<file path="config.mk">
export PLATFORM = sky130hd
export DESIGN_NAME = cam_access_arbiter
export DESIGN_NICKNAME = d
export VERILOG_FILES = /design/src/rtl/cam_access_arbiter.sv
export SDC_FILE = /design/constraint.sdc
export NUM_CORES = 1
export LEC_CHECK = 0
export CORE_AREA = 4 4 74 49
export DETAILED_ROUTE_END_ITERATION = 16
export DIE_AREA = 0 0 78 53
export PLACE_DENSITY = 0.8
export SYNTH_ARGS = -nofsm -noshare
export SYNTH_HDL_FRONTEND = slang
export SYNTH_SLANG_ARGS = --single-unit
export TNS_END_PERCENT = 1
</file>
<file path="constraint.sdc">
create_clock -name clk -period 2.4 [get_ports clk]
set_input_delay 0.48 -clock clk [delete_from_list [all_inputs] [get_ports clk]]
set_output_delay 0.48 -clock clk [all_outputs]
set_load 0.005 [all_outputs]
</file>
<file path="src/rtl/cam_access_arbiter.sv">
// cam_access_arbiter
//
// Shares one 16x8 content-addressable memory between two requesters.
// Round-robin arbitration picks the winner, and only one CAM operation is in
// flight at a time. The winner's request is latched and driven onto the CAM
// pins for exactly one cycle. For a lookup, the block waits CAM_LAT cycles and
// then captures the match result. Every operation ends with a one-cycle tagged
// response on the rsp_* bus.
//
// Optional feature macro: CAM_WR_PRIO_EN
//   When defined and both requesters are valid with exactly one write, the
//   writer wins regardless of the round-robin pointer. Without the macro,
//   arbitration is pure round-robin.
//
// Ports
//   clk, rst_n              clock (rising edge), async active-low reset
//   reqN_valid/ready        N=0,1 request handshake (ready only in IDLE)
//   reqN_op                 0 = lookup, 1 = write
//   reqN_key                search key / write data
//   reqN_addr               write address (ignored for lookup)
//   cam_wen/ren/din/addr    drive the CAM, non-zero only during ISSUE
//   cam_dout, cam_hit       CAM lookup result
//   rsp_valid/id/hit/addr   one-cycle response strobe with owner and result

module cam_access_arbiter #(
    parameter int DW      = 8,
    parameter int AW      = 4,
    parameter int CAM_LAT = 1
) (
    input  logic          clk,
    input  logic          rst_n,
    input  logic          req0_valid,
    output logic          req0_ready,
    input  logic          req0_op,
    input  logic [DW-1:0] req0_key,
    input  logic [AW-1:0] req0_addr,
    input  logic          req1_valid,
    output logic          req1_ready,
    input  logic          req1_op,
    input  logic [DW-1:0] req1_key,
    input  logic [AW-1:0] req1_addr,
    output logic          cam_wen,
    output logic          cam_ren,
    output logic [DW-1:0] cam_din,
    output logic [AW-1:0] cam_addr,
    input  logic [AW-1:0] cam_dout,
    input  logic          cam_hit,
    output logic          rsp_valid,
    output logic          rsp_id,
    output logic          rsp_hit,
    output logic [AW-1:0] rsp_addr
);

    localparam logic [1:0] IDLE  = 2'd0;
    localparam logic [1:0] ISSUE = 2'd1;
    localparam logic [1:0] WAIT  = 2'd2;
    localparam logic [1:0] RESP  = 2'd3;

    localparam int CW = (CAM_LAT > 1) ? $clog2(CAM_LAT) : 1;

    logic [1:0]    state;
    logic          last_grant;
    logic          op_q;
    logic          id_q;
    logic [DW-1:0] key_q;
    logic [AW-1:0] addr_q;
    logic          hit_q;
    logic [AW-1:0] res_addr_q;
    logic [CW-1:0] wait_cnt;

    logic          winner;
    logic          any_valid;
    logic          grant_ok;

    // Winner selection. A lone requester always wins. When both requesters
    // are valid, the one that was not granted last wins, unless write
    // priority is enabled and the two ops differ.
    always_comb begin
        winner    = 1'b0;
        any_valid = req0_valid | req1_valid;
        if (req0_valid && req1_valid) begin
`ifdef CAM_WR_PRIO_EN
            if (req0_op != req1_op) begin
                winner = req1_op;
            end else begin
                winner = ~last_grant;
            end
`else
            winner = ~last_grant;
`endif
        end else if (req1_valid) begin
            winner = 1'b1;
        end
    end

    // Ready is gated by rst_n so that every output reads 0 while reset is held.
    assign grant_ok   = rst_n && (state == IDLE) && any_valid;
    assign req0_ready = grant_ok & ~winner;
    assign req1_ready = grant_ok & winner;

    always_ff @(posedge clk or negedge rst_n) begin
        if (!rst_n) begin
            state      <= IDLE;
            last_grant <= 1'b1;
            op_q       <= 1'b0;
            id_q       <= 1'b0;
            key_q      <= '0;
            addr_q     <= '0;
            hit_q      <= 1'b0;
            res_addr_q <= '0;
            wait_cnt   <= '0;
        end else begin
            case (state)
                IDLE: begin
                    // In IDLE, any valid requester means the winner completes its handshake.
                    if (any_valid) begin
                        op_q       <= winner ? req1_op   : req0_op;
                        key_q      <= winner ? req1_key  : req0_key;
                        addr_q     <= winner ? req1_addr : req0_addr;
                        id_q       <= winner;
                        last_grant <= winner;
                        state      <= ISSUE;
                    end
                end
                ISSUE: begin
                    if (op_q) begin
                        hit_q      <= 1'b0;
                        res_addr_q <= addr_q;
                        state      <= RESP;
                    end else begin
                        wait_cnt <= CW'(CAM_LAT - 1);
                        state    <= WAIT;
                    end
                end
                WAIT: begin
                    // The CAM result is valid in the last WAIT cycle. A miss reports address 0.
                    if (wait_cnt == '0) begin
                        hit_q      <= cam_hit;
                        res_addr_q <= cam_hit ? cam_dout : '0;
                        state      <= RESP;
                    end else begin
                        wait_cnt <= wait_cnt - 1'b1;
                    end
                end
                RESP: begin
                    state <= IDLE;
                end
                default: begin
                    state <= IDLE;
                end
            endcase
        end
    end

    // CAM pins are decoded from state, so reset forces them low immediately.
    assign cam_wen  = (state == ISSUE) & op_q;
    assign cam_ren  = (state == ISSUE) & ~op_q;
    assign cam_din  = (state == ISSUE) ? key_q : '0;
    assign cam_addr = ((state == ISSUE) && op_q) ? addr_q : '0;

    assign rsp_valid = (state == RESP);
    assign rsp_id    = (state == RESP) & id_q;
    assign rsp_hit   = (state == RESP) & hit_q;
    assign rsp_addr  = (state == RESP) ? res_addr_q : '0;

endmodule
</file>
==> out/qor.txt <==
pin count of the biggest net entering global routing - 23
Die Y - 53 um
Crit Path Class - input port to output pin
combinational power share - 53.8%
final hold viol count - 0
Nets - 243
global-route usage over all layers - 17.40%
Worst R2R Setup Slack - 740 ps
first-pass GRT wire length - 5595 um
ranking of synthesized cells by area - dfrtp_1 (42%), a21oi_1 (11%), and2_1 (7.6%), nand2_1 (5.8%), ha_1 (5.1%)
FILL cells - 243
routed vias - 1223
slew margin rel. - 61.91%
number of synthesized flops with an enable pin - 0
worst hold path depth - 2
pre-CTS WS - 47.64 ps
clock buffer depth - 2
# clock sinks - 22
drt first pass iters - 4
Clock Latency Late Sink - 260 ps
iteration-0 DRC count of the detailed router - 92
predominant post-synthesis flop cell - dfrtp_1
DR vias/cell - 4.951
share of the synthesized area in the top cell type - 42.42%
Die Width - 78 um
max_cap viols - 0
maximum VDD drop - 0.5612 mV
CTS tree - done
routed wire length - 3457 um
layout cells sized above 1 - 10.40%
area grow syn2layout - 57.78%
count of input and output buffers - 57
ys async rst share - 100.0%
Crit Path Max Fanout - 4
cts bufs inserted - 3
Hold WC Path Type - register to register
core area - 3023 um^2
fmax - 427.9 MHz
static leakage - 0.8357 nW
vias in the first global route - 1216
Final Skew - 1.356 ps
crit end category - output pin
NetSw - 778.9 uW
Hold Path End - res_addr_q[1]
most frequent cells in the layout - clkdlybuf4s50_1 (56), a21oi_1 (27), dfrtp_1 (20), nand2_1 (19), and2_1 (15)
Avg Cell Area, Syn - 8.785 um^2
Final period util - 97.37%
final setup TNS - 0 ps
Netlist Area Pre-Place - 1239 um^2
Hold Slack - 477.0 ps
row count - 16
initial antenna violation count - 0
DP HPWL - 2692 um
sequential cell fraction of total power - 33.5%
actual slew at the worst max-slew pin - 555.5 ps
n_diodes - 0
Overall Power - 2.108 mW
status - finished, final reports clean
CP Data Arrival Time - 1860 ps
Hold-fix buffers, CTS - 0
Slew Viols, Final - 0
Synth Register Bits - 22
RSZ-0062 raised after global routing - false
Clock Root Buffer - clkbuf_8
post-layout util - 64.65%
post-synthesis sequential area ratio - 44.55%
DRT antenna net count - 0
starting density of the core - 40.98%
Worst Reg-to-Reg Cells - 4
full die area - 4134 um^2
Clk pwr share - 12.7%
total gr overflow - 0
r2r endpoint - res_addr_q[3]
Routed wire per std cell - 14.00 um
min-delay src - res_addr_q[1]
switching part of the total - 36.94%
H-tree depth - 1
DRC violations left - 0
data required time of the worst path - 1920 ps
most common cell after layout, fill and taps aside - clkdlybuf4s50_1
Yosys Warn Count - 0
Setup crit start kind - input port
GPL Wtd Cong - 0.8665
final setup margin - 63.17 ps
io pins - 58
worst reg2reg startpoint - state[1]
Yosys cell types - 26
Internal Power - 1.330 mW
Yosys top cell by area - dfrtp_1
Reg clk slew, reported paths - 80 ps
Synth Instances - 141
pwr/cell area - 1079 nW/um^2
# setup viols final - 0
syn_nets - 181
Setup Fix Bufs, Post-CTS - 0
minimum clock period - 2337 ps
worst max-delay path by stage:
stage	startpoint	end	slack [ps]	cells after the start
finish	req1_valid	req1_ready	60	4
global route	req1_valid	req0_ready	6	4
CTS	state[0]	req0_ready	10	5
detailed placement	req0_valid	req0_ready	50	4
global placement	req0_valid	req0_ready	60	4
floorplan	state[0]	req0_ready	800	4
cells in the mapped netlist (5+ instances only):
cell,count
a21oi_1,27
and3_1,5
nor2_1,14
and2_1,15
o21ai_0,5
dfrtp_1,21
a31oi_1,5
nand2_1,19
nor2b_1,5
ha_1,5
per-stage QoR:
step                instance area, um^2  std cells
floorplan                          1239        141
global placement                   1871        243
detailed placement                 1871        243
CTS                                1931        247
global route                       1954        247
finish                             1954        247
layer usage:
layer	global-route usage [%]	up-vias	routed length, um
met4	2.035	0	0
met5	0	-	0
li1	-	606	-
met2	27.13	56	1516
met3	4.762	0	255
met1	24.82	561	1684
logic make-up (layout without fill, tap and decap cells):
kind of cell	after synthesis	count (layout)	synth area share [%]
AND/OR/NAND/NOR	60	60	23.84
AO/OA/AOI/OAI	44	44	21.01
flip-flops	22	22	44.55
buffers and inverters	8	69	3.838
adder cells (fa/ha/maj)	5	5	5.051
multiplexers	2	2	1.717
layout make-up:
cell class	count	area (um^2)	area share [%]
inverters	2	7.507	0.3841
clock buffers	4	55.05	2.817
well taps	45	56.30	2.881
repair buffers	63	618.1	31.63
multi-input cells	111	664.4	33.99
flip-flops and latches	22	553.0	28.30
power groups by stage:
stage          clock network (mW)  logic (mW)  registers (mW)
3_5_place_dp                    0        1.09           0.705
6_report                    0.267        1.13           0.707
5_1_grt                     0.289        1.28           0.736
2_1_floorplan                   0       0.653           0.663
4_1_cts                     0.269        1.11           0.698
3_3_place_gp                    0        1.06           0.690
critical path: stages:
cell and delay, ps:
clkdlybuf4s50_1 510, a21boi_4 190, and3_2 180, clkdlybuf4s50_1 500
state kept, by name, summed over array words and instances (netlist names):
register    cells
key_q           8
res_addr_q      4
last_grant      1
hit_q           1
op_q            1
id_q            1
addr_q          4
state           2
timing repair:
| item | CTS | global route |
|---|---|---|
| gates resized for setup | 2 | 6 |
| setup endpoints to repair | 15 | 15 |
| cloned | 0 | 0 |
Note: power is estimated with default switching activity, not from simulation.
